### config.mk
export PLATFORM = sky130hd
export DESIGN_NAME = uart_tx
export DESIGN_NICKNAME = d
export VERILOG_FILES = /design/src/rtl/uart_pkg.sv /design/src/rtl/uart_tx.sv
export SDC_FILE = /design/constraint.sdc
export NUM_CORES = 1
export LEC_CHECK = 0
export CORE_UTILIZATION = 55
export DETAILED_ROUTE_END_ITERATION = 8
export DONT_BUFFER_PORTS = 1
export GPL_ROUTABILITY_DRIVEN = 0
export GPL_TIMING_DRIVEN = 0
export PLACE_DENSITY = 0.78
export RECOVER_POWER = 100
export SYNTH_ARGS = -nofsm -noshare
export SYNTH_HDL_FRONTEND = slang
export SYNTH_SLANG_ARGS = --single-unit
### constraint.sdc
create_clock -name clk -period 1.82 [get_ports clk]
set_input_delay 0.364 -clock clk [delete_from_list [all_inputs] [get_ports clk]]
set_output_delay 0.364 -clock clk [all_outputs]
set_load 0.05 [all_outputs]
### src/rtl/uart_pkg.sv
// Shared UART definitions: transmitter state encoding and line constants.
package uart_pkg;

  typedef enum logic [2:0] {
    IDLE,
    SYNC,
    START,
    DATA,
    PARITY,
    STOP
  } uart_tx_state_t;

  // Baud divider: one tick every UART_UBRR+1 clk cycles.
  localparam int UART_UBRR = 650;

  // Level of the serial line between frames and during stop bits.
  localparam logic UART_IDLE_LEVEL = 1'b1;

endpackage

### src/rtl/uart_tx.sv
// UART transmitter: takes one word per valid/ready handshake and shifts it out
// LSB-first as start, data, optional parity and stop bits, one bit per baud tick.
//
// state  | meaning
// IDLE   | line high, ready for a word
// SYNC   | word latched, waiting for the first usable tick
// START  | driving the start bit (low)
// DATA   | driving data bits, LSB first
// PARITY | driving the parity bit
// STOP   | driving stop bit(s) (high)
module uart_tx
  import uart_pkg::*;
#(
  parameter int DATA_BITS  = 8,
  parameter int PARITY_EN  = 0,
  parameter int PARITY_ODD = 0,
  parameter int STOP_BITS  = 1
) (
  input  logic                 clk,
  input  logic                 reset,
  input  logic                 i_tick,
  input  logic                 i_valid,
  input  logic [DATA_BITS-1:0] i_data,
  output logic                 o_ready,
  output logic                 o_tx,
  output logic                 o_busy,
  output logic                 o_done
);

  localparam int                CNT_W     = $clog2(DATA_BITS);
  localparam logic [CNT_W-1:0]  BIT_LAST  = CNT_W'(DATA_BITS - 1);
  localparam logic              STOP_LAST = (STOP_BITS == 2);
  localparam logic              ODD       = (PARITY_ODD != 0);

  uart_tx_state_t       state;
  logic [DATA_BITS-1:0] shreg;
  logic [CNT_W-1:0]     bit_cnt;
  logic                 stop_cnt;
  logic                 parity;

  // Frame sequencer; every output is registered and changes only on a tick
  // (or on accept / frame end for the handshake flags).
  always_ff @(posedge clk or negedge reset) begin
    if (!reset) begin
      state    <= IDLE;
      shreg    <= '0;
      bit_cnt  <= '0;
      stop_cnt <= 1'b0;
      parity   <= 1'b0;
      o_tx     <= UART_IDLE_LEVEL;
      o_ready  <= 1'b1;
      o_busy   <= 1'b0;
      o_done   <= 1'b0;
    end else begin
      o_done <= 1'b0;
      case (state)
        IDLE: begin
          // A tick arriving with the accept is deliberately ignored so the
          // start bit always gets a full tick period.
          if (i_valid && o_ready) begin
            shreg   <= i_data;
            parity  <= (^i_data) ^ ODD;
            o_ready <= 1'b0;
            o_busy  <= 1'b1;
            state   <= SYNC;
          end
        end
        SYNC: begin
          if (i_tick) begin
            o_tx  <= 1'b0;
            state <= START;
          end
        end
        START: begin
          if (i_tick) begin
            o_tx    <= shreg[0];
            bit_cnt <= '0;
            state   <= DATA;
          end
        end
        DATA: begin
          if (i_tick) begin
            if (bit_cnt == BIT_LAST) begin
              if (PARITY_EN != 0) begin
                o_tx  <= parity;
                state <= PARITY;
              end else begin
                o_tx     <= UART_IDLE_LEVEL;
                stop_cnt <= 1'b0;
                state    <= STOP;
              end
            end else begin
              shreg   <= shreg >> 1;
              o_tx    <= shreg[1];
              bit_cnt <= bit_cnt + CNT_W'(1);
            end
          end
        end
        PARITY: begin
          if (i_tick) begin
            o_tx     <= UART_IDLE_LEVEL;
            stop_cnt <= 1'b0;
            state    <= STOP;
          end
        end
        STOP: begin
          if (i_tick) begin
            if (stop_cnt == STOP_LAST) begin
              o_done  <= 1'b1;
              o_ready <= 1'b1;
              o_busy  <= 1'b0;
              state   <= IDLE;
            end else begin
              stop_cnt <= 1'b1;
            end
          end
        end
        default: begin
          o_tx    <= UART_IDLE_LEVEL;
          o_ready <= 1'b1;
          o_busy  <= 1'b0;
          state   <= IDLE;
        end
      endcase
    end
  end

endmodule

==> key figures, run 1 <==
Status
  • Outcome: completed

Synthesis
  • Yosys top cell area share: 0.388
  • Sequential element share of the synthesized area: 0.439
  • Top FF cell, synth: dfrtp_1
  • Largest area contributor in the netlist: dfrtp_1
  • Ys async rst share: 1.00
  • Synth cell types: 35
  • Post-synth EDFFs: 0
  • Synth top area cells: dfrtp_1 (39%), a21oi_1 (6.3%), o21ai_0 (5.8%)
  • Flip-flop and latch count after synthesis: 18
  • Synth Instances: 107
  • Synth Net Count: 121
  • Synth Cell Area: 1030 um2
  • YS warnings: 0
  • Mean Syn Cell Area: 9.65 um2

Routing
  • Routed len/inst: 13.9 um
  • Drt pass-1 iters: 4
  • WL final: 1.90 mm
  • Routed via count: 792
  • DRT antenna net count: 0
  • Via density: roughly 5.8
  • # DRC: 0
  • Initial DRC count: 9

STA
  • Hold_ws: 0.219 ns
  • Worst-Margin Slew: around 0.8 ns
  • Clock Skew: 0.00434 ns
  • Setup TNS: 0 ns
  • Tmin final: 1.68 ns
  • Slew margin rel.: 0.451
  • RSZ-0062 raised after global routing: false
  • Final worst-path cycle share: 0.921
  • Fmax: 0.597 GHz
  • Fin. Hold Viols: 0
  • Max-slew violation count: 0
  • Final setup fails: 0
  • PnR worst setup slack: 0.144 ns

Worst setup path
  • Crit end category: flip-flop
  • R2r worst-path depth: 6
  • Delay-heaviest family, CP: compound AO/OA/AOI/OAI gates
  • Crit Path Class: flip-flop to flip-flop
  • Required @ worst endpoint: 2.02 ns
  • Worst path depth: 6
  • Reg2reg setup slack: around 0.14 ns
  • Critical-path top delay cell: dfrtp_1
  • Crit Path Max Fanout: 8
  • Critical path buffers and inverters: 1
  • Largest stage delay, worst path: 0.42 ns
  • FF-to-FF Start: bit_cnt[0]$_DFFE_PN0P_
  • Worst r2r dst: shreg[7]$_DFFE_PN0P_
  • Setup crit start kind: flip-flop
  • Critical path arrival: about 1.9 ns
  • CP Cell Sequence: ha_1 > ha_2 > nand4b_1 > a21oi_4 > inv_2 > a32o_1
  • Setup crit start: bit_cnt[0]$_DFFE_PN0P_

Global routing
  • Initial antenna violation count: 0
  • Global-route wire length before repair: around 3.2 mm
  • Largest net degree at the start of global routing: 19
  • Vias in the first global route: 755
  • Overflow left after global routing: 0
  • Global Route Usage Sum: 0.219

Clock network
  • Clock-pin slew on the worst setup and hold paths: 0.11 ns
  • Setup Fix Bufs, Post-CTS: 0
  • CTS tree: yes
  • Clock Latency Late Sink: around 0.30 ns
  • Root Buffer: clkbuf_4
  • H-tree depth: 1
  • CTS Buffer Depth: 2
  • TritonCTS buffer count: 3
  • Clk sinks: 18

Floorplanning
  • DIE WIDTH: 45.3 um
  • I/O pins: 16
  • Total core area: 1750 um2
  • Chip height: 45.3 um
  • Row count: 15
  • Die footprint: 2050 um2
  • Initial Util: 0.591

Pwr
  • Internal power: 1.03 mW
  • Comb pwr share: 0.449
  • Power per Cell Area: ~1500 nW/um2
  • Sequential power share: 0.402
  • Clock share of power: 0.149
  • Worst IR Drop VDD: 0.830 mV
  • Leak: between 0.4 and 0.5 nW
  • Switching Fraction: 0.392
  • P_sw: between 0.6 and 0.7 mW
  • Total power: 1.69 mW

Hold path
  • WHS Endpoint: shreg[7]$_DFFE_PN0P_
  • Hold Crit Start: i_data[7]
  • Hold Crit Class: primary input to flip-flop
  • Hold Path Depth: 1

Finish
  • Sequential cell area: 453 um2
  • Final std cells w/o fill: 137
  • Layout Cell Area excl Fill: 1100 um2
  • Layout cells sized above 1: 0.143
  • # diodes: 0
  • Core Util, Final: 0.633
  • Multi-input logic area: around 500 um2
  • Fill cell count: 164
  • Post-layout net count: 127
  • Synthesis-to-finish area growth: 7.03%

Placement
  • Cells after DPL: 132
  • Placement-stage cell area: 1060 um2
  • Hpwl dp: 1.35 mm
  • Place WS: 0.0749 ns
  • I/O Buffers: 0

Flow run
  • # Max-Cap Violations: 0
-- power groups by stage --
| stage | logic (mW) | registers, mW | clock network (mW) |
|---|---|---|---|
| global placement | 0.750 | 0.689 | 0 |
| detailed placement | 0.779 | 0.697 | 0 |
| global route | 0.862 | 0.697 | 0.270 |
| floorplan | 0.658 | 0.675 | 0 |
| CTS | 0.789 | 0.688 | 0.259 |
| finish | 0.760 | 0.680 | 0.252 |
-- cell type report --
| class | instances | share of cell area |
|---|---|---|
| repair buffers | 1 | 0.00906 |
| multi-input cells | 77 | 0.456 |
| flip-flops and latches | 18 | 0.410 |
| well taps | 25 | 0.0283 |
| clock buffers | 4 | 0.0328 |
| plain buffers | 8 | 0.0498 |
| inverters | 4 | 0.0136 |
-- synthesized netlist by cell type, types with 2 or more instances --
library cell / count
o22a_1: 2
nor2_1: 11
dfrtp_1: 16
clkbuf_1: 2
nand3b_1: 8
dfstp_2: 2
a21oi_1: 13
ha_1: 2
buf_2: 2
nand2_1: 8
buf_6: 4
o21ai_0: 12
inv_1: 3
-- worst max path at each step --
stage | endpoint | slack [ns]
2_1_floorplan | shreg[7]$_DFFE_PN0P_ | 0.19
3_3_place_gp | shreg[7]$_DFFE_PN0P_ | 0.09
3_5_place_dp | shreg[7]$_DFFE_PN0P_ | 0.07
4_1_cts | shreg[7]$_DFFE_PN0P_ | 0.06
5_1_grt | shreg[7]$_DFFE_PN0P_ | 0.03
6_report | shreg[7]$_DFFE_PN0P_ | 0.14
-- registers in the layout, summed over array words and instances, names as in the netlist --
register / flops
shreg: 8
o_ready: 1
o_done: 1
o_tx: 1
bit_cnt: 3
state: 3
o_busy: 1
-- placed cells by master (no fill, tap or decap), types with 2 or more instances in the layout --
cell,Yosys,layout
dfrtp_1,16,16
clkbuf_4,0,3
a21oi_1,13,13
o21ai_0,12,12
nor2_1,11,11
buf_6,4,3
buf_2,2,2
inv_1,3,3
nand3b_1,8,8
o22a_1,2,2
clkbuf_1,2,3
nand2_1,8,8
-- logic make-up after synthesis --
kind of cell / count (synthesis) / share of synthesized area
and+or+nand+nor: 36 / 0.218
DFF: 18 / 0.439
muxes: 1 / 0.00970
adders and majority gates: 2 / 0.0242
AOI/OAI and AO/OA: 38 / 0.234
buffers and inverters: 12 / 0.0751
-- timing repair --
| action | in CTS | in global routing |
|---|---|---|
| hold buffers | 1 | 0 |
| endpoints found under the hold margin | 18 | 0 |
| gates resized for setup | 0 | 1 |
| endpoints found under the setup margin | 0 | 7 |
-- routing by layer --
metal,wire [um],vias up,GRT usage
li1,-,391,-
met2,1000,22,0.388
met5,0,-,0
met4,24,0,0.0970
met1,807,375,0.259
met3,68,4,0.0360
Note: power is estimated with default switching activity, not from simulation.
==> run 2: changes to the inputs <==
Settings changed: CELL_PAD_IN_SITES_DETAIL_PLACEMENT from default to 0, CELL_PAD_IN_SITES_GLOBAL_PLACEMENT from default to 1, CORE_UTILIZATION 55 to 46, PLACE_DENSITY 0.78 to 0.83.
==> key figures, run 2 (synthesis results as in run 1) <==
Finish
  • Max reg flops: 8
  • Top Registers: shreg (8), bit_cnt (3), state (3)
  • Layout cells sized above 1: 0.143
  • Post-layout net count: 127
  • Most common cell after layout, fill and taps aside: dfrtp_1
  • Fill cell count: slightly below 200
  • Core Util, Final: 0.542
  • Multi-input logic area: 504 um2
  • Synthesis-to-finish area growth: 7.27%
  • Sequential cell area: 453 um2
  • # diodes: 0
  • Layout Cell Area excl Fill: approximately 1100 um2
  • Largest register by flop count: shreg
  • Most frequent cells in the layout: dfrtp_1 (16), a21oi_1 (13), o21ai_0 (12), nor2_1 (11)

STA
  • Hold_ws: 0.226 ns
  • Tmin final: between 1.5 and 2 ns
  • Clock Skew: approximately 0.0033 ns
  • RSZ-0062 raised after global routing: false
  • Setup TNS: 0 ns
  • Final worst-path cycle share: 0.931
  • Slew margin rel.: 0.452
  • Max-slew violation count: 0
  • Fin. Hold Viols: 0
  • Final setup fails: 0
  • Fmax: between 0.5 and 0.6 GHz
  • Worst-Margin Slew: 0.820 ns

Clock network
  • Clock Latency Late Sink: 0.29 ns
  • Clock-pin slew on the worst setup and hold paths: 0.10 ns
  • Setup Fix Bufs, Post-CTS: 0
  • TritonCTS buffer count: 3
  • CTS Buffer Depth: 2
  • H-tree depth: 1
  • Root Buffer: clkbuf_4
  • Clk sinks: 18
  • CTS tree: yes

Routing
  • Via density: 5.70
  • Initial DRC count: 12
  • Drt pass-1 iters: 4
  • DRT antenna net count: 0
  • Routed via count: approximately 790
  • # DRC: 0
  • WL final: 2.00 mm
  • Routed len/inst: 14.4 um

Worst setup path
  • Crit Path Max Fanout: 8
  • Critical path arrival: ~1.9 ns
  • Required @ worst endpoint: 2.01 ns
  • Crit Path Class: flip-flop to flip-flop
  • Setup crit start kind: flip-flop
  • Crit end category: flip-flop
  • Reg2reg setup slack: approximately 0.13 ns

Global routing
  • Global Route Usage Sum: 0.185
  • Met2 Track Usage GR: 0.292
  • Global-route wire length before repair: 3.44 mm
  • GRT met3 Usage: 0.0561
  • Largest net degree at the start of global routing: 19
  • Busiest metal layer after global routing: met2
  • Overflow left after global routing: 0
  • M1 GR Usage: 0.248
  • Vias in the first global route: 753
  • Initial antenna violation count: 0

Floorplanning
  • Row count: 16
  • I/O pins: 16
  • Initial Util: 0.506
  • DIE WIDTH: 49.4 um
  • Total core area: 2040 um2
  • Die footprint: roughly 2400 um2
  • Chip height: between 40 and 50 um

Pwr
  • Total power: 1.70 mW
  • Power per Cell Area: 1540 nW/um2
  • Leak: roughly 0.45 nW
  • Worst IR Drop VDD: 0.860 mV

Hold path
  • Hold Crit Class: primary input to flip-flop

Placement
  • Placement-stage cell area: 1070 um2
  • I/O Buffers: 0
  • Hpwl dp: roughly 1.4 mm

Status
  • Outcome: completed

Flow run
  • # Max-Cap Violations: 0
## run 2: worst max-delay path: stages, from the launching register on
cell	delay, ns
dfrtp_1	0.41
ha_1	0.21
ha_2	0.22
nand4b_1	0.23
a21oi_4	0.29
inv_2	0.05
a32o_1	0.19
## run 2: cell type report
type | count | share of cell area
plain buffers | 8 | 0.0497
clock buffers | 4 | 0.0328
inverters | 4 | 0.0136
multi-input cells | 77 | 0.455
flip-flops and latches | 18 | 0.409
well taps | 27 | 0.0305
repair buffers | 1 | 0.00904
## run 2: final timing paths
check | start | to | depth (start not counted)
max in group asynchronous | reset | state[2]$_DFFE_PN0P_ | 1
worst min-delay path | i_data[7] | shreg[7]$_DFFE_PN0P_ | 1
worst max-delay path | bit_cnt[0]$_DFFE_PN0P_ | shreg[7]$_DFFE_PN0P_ | 6
worst max register to register | bit_cnt[0]$_DFFE_PN0P_ | shreg[7]$_DFFE_PN0P_ | 6
min in group asynchronous | reset | shreg[3]$_DFFE_PN0P_ | 1
worst min register to register | shreg[7]$_DFFE_PN0P_ | shreg[7]$_DFFE_PN0P_ | 1
## run 2: power breakdown
part | total (mW) | internal [mW] | switching, mW
Sequential | 0.684 | 0.554 | 0.130
Combinational | 0.771 | 0.353 | 0.418
Clock | 0.249 | 0.122 | 0.127
Total | 1.70 | 1.03 | 0.676
## run 2: what timing repair did
item	4_1_cts	5_1_grt
endpoints found under the hold margin	18	0
gates resized for setup	0	1
hold buffers	1	0
setup endpoints to repair	0	2
## run 2: layer usage
metal | wire (um) | up-vias
met4 | 14 | 0
met2 | 929 | 15
li1 | - | 387
met5 | 0 | -
met3 | 85 | 2
met1 | 972 | 388
## run 2: through the flow
stage / setup slack, ns / std cells
after CTS: 0.0219 / 139
after detailed placement: 0.0399 / 134
after global placement: 0.0622 / 134
after floorplan: 0.193 / 107
final: 0.126 / 139
after global routing: 0.0579 / 139
==> run 3: changes to the inputs <==
Settings changed: CAP_MARGIN from default to 5, CORE_UTILIZATION 46 to 42, PLACE_DENSITY 0.83 to 0.78.
==> key figures, run 3 (synthesis results as in run 1) <==
Status
  • Outcome: completed

Floorplanning
  • I/O pins: 16
  • Chip height: 51.6 um
  • Row count: 17
  • DIE WIDTH: ~52 um
  • Die footprint: around 2700 um2
  • Initial Util: 0.458
  • Total core area: 2250 um2

STA
  • Tmin final: 1.69 ns
  • Worst-Margin Slew: between 0.8 and 0.9 ns
  • Max-slew violation count: 0
  • Clock Skew: 0.00241 ns
  • Fmax: 0.591 GHz
  • Slew margin rel.: 0.446
  • RSZ-0062 raised after global routing: false
  • Final worst-path cycle share: 0.929
  • PnR worst setup slack: 0.129 ns
  • Fin. Hold Viols: 0
  • Final setup fails: 0
  • Setup TNS: 0 ns

Finish
  • Fill cell count: ~230
  • Synthesis-to-finish area growth: 8.12%
  • Top Registers: shreg (8), bit_cnt (3), state (3)
  • Most frequent cells in the layout: dfrtp_1 (16), a21oi_1 (13), o21ai_0 (12), nor2_1 (11)
  • Core Util, Final: 0.495
  • Max reg flops: 8
  • Largest register by flop count: shreg
  • Layout cells sized above 1: 0.152
  • Most common cell after layout, fill and taps aside: dfrtp_1
  • Layout Cell Area excl Fill: 1120 um2
  • Post-layout net count: 127
  • Sequential cell area: 453 um2
  • Multi-input logic area: roughly 500 um2
  • # diodes: 0

Placement
  • Place WS: ~0.054 ns
  • I/O Buffers: 0
  • Hpwl dp: around 1.4 mm
  • Placement-stage cell area: 1070 um2

Clock network
  • Setup Fix Bufs, Post-CTS: 0
  • CTS tree: yes
  • CTS Buffer Depth: 2
  • Clock-pin slew on the worst setup and hold paths: between 0.1 and 0.15 ns
  • H-tree depth: 1
  • Clock Latency Late Sink: 0.29 ns
  • TritonCTS buffer count: 3
  • Clk sinks: 18
  • Root Buffer: clkbuf_4

Pwr
  • Worst IR Drop VDD: about 0.77 mV
  • Leak: 0.457 nW
  • Power per Cell Area: 1540 nW/um2

Worst setup path
  • FF-to-FF Start: bit_cnt[0]$_DFFE_PN0P_
  • Crit end category: flip-flop
  • Setup crit start kind: flip-flop
  • Worst r2r dst: shreg[7]$_DFFE_PN0P_
  • Crit Path Max Fanout: 8
  • R2r worst-path depth: 6
  • Critical path buffers and inverters: 1
  • Critical path arrival: 1.88 ns
  • Delay-heaviest family, CP: compound AO/OA/AOI/OAI gates
  • CP Cell Sequence: ha_1 > ha_2 > nand4b_1 > a21oi_4 > inv_2 > a32o_1
  • Required @ worst endpoint: between 2 and 2.5 ns
  • Largest stage delay, worst path: between 0.4 and 0.5 ns
  • Crit Path Class: flip-flop to flip-flop
  • Reg2reg setup slack: between 0.1 and 0.15 ns
  • Critical-path top delay cell: dfrtp_1

Routing
  • WL final: 2.03 mm
  • Routed via count: 793
  • Via density: 5.66
  • DRT antenna net count: 0
  • # DRC: 0
  • Initial DRC count: 10
  • Drt pass-1 iters: 4
  • Routed len/inst: 14.5 um

Global routing
  • Overflow left after global routing: 0
  • Vias in the first global route: 740
  • Initial antenna violation count: 0
  • Global-route wire length before repair: 3.37 mm
  • Largest net degree at the start of global routing: 19
  • Global Route Usage Sum: 0.177

Hold path
  • Hold Path Depth: 1
  • Hold Crit Class: primary input to flip-flop
  • WHS Endpoint: shreg[7]$_DFFE_PN0P_
  • Hold Crit Start: i_data[7]

Flow run
  • # Max-Cap Violations: 0
## run 3: changes by cell type in the layout (fill, tap and decap cells not counted), sizes merged
cell and change:
buf +1, clkbuf -1
## run 3: what timing repair did
action / in CTS / in global routing
hold buffers: 1 / 0
resized for setup: 0 / 1
endpoints found under the hold margin: 18 / 0
setup endpoints to repair: 0 / 8
## run 3: layout make-up
type / instances / area share
sequential: 18 / 0.406
multi-input combinational: 77 / 0.452
clock buffer: 4 / 0.0325
timing repair buffer: 1 / 0.00897
buffer: 8 / 0.0561
inverter: 4 / 0.0135
tap: 28 / 0.0314
## run 3: power by group
part	internal (mW)	total, mW	switching, mW
clock	0.122	0.249	0.127
sequential	0.554	0.689	0.135
combinational	0.369	0.784	0.415
total	1.04	1.72	0.678
## run 3: worst max path at each step
stage | startpoint | to | slack (ns) | depth (start not counted)
floorplan | bit_cnt[0]$_DFFE_PN0P_ | shreg[7]$_DFFE_PN0P_ | 0.19 | 6
finish | bit_cnt[0]$_DFFE_PN0P_ | shreg[7]$_DFFE_PN0P_ | 0.13 | 6
CTS | bit_cnt[0]$_DFFE_PN0P_ | shreg[7]$_DFFE_PN0P_ | 0.03 | 6
global placement | bit_cnt[0]$_DFFE_PN0P_ | shreg[7]$_DFFE_PN0P_ | 0.06 | 6
global route | bit_cnt[0]$_DFFE_PN0P_ | shreg[7]$_DFFE_PN0P_ | 0.006 | 6
detailed placement | bit_cnt[0]$_DFFE_PN0P_ | shreg[7]$_DFFE_PN0P_ | 0.05 | 6
## run 3: worst reg2reg max path, stage by stage (launching register included)
cell	delay [ns]
dfrtp_1	0.42
ha_1	0.21
ha_2	0.21
nand4b_1	0.24
a21oi_4	0.28
inv_2	0.04
a32o_1	0.19
## run 3: layer usage
| metal | GRT usage | vias to the layer above | part of all wire |
|---|---|---|---|
| met2 | 0.260 | 23 | 0.46 |
| met1 | 0.251 | 377 | 0.49 |
| li1 | - | 391 | - |
| met4 | 0.0721 | 0 | 0.0059 |
| met5 | 0 | - | 0 |
| met3 | 0.0380 | 2 | 0.047 |
## run 3: per-stage QoR
step,hold slack [ns],power [mW],cells
after floorplan,0.0684,1.33,107
final,0.226,1.72,140
after global routing,0.212,1.88,140
after global placement,0.0689,1.46,135
after detailed placement,0.0690,1.48,135
after CTS,0.220,1.74,140
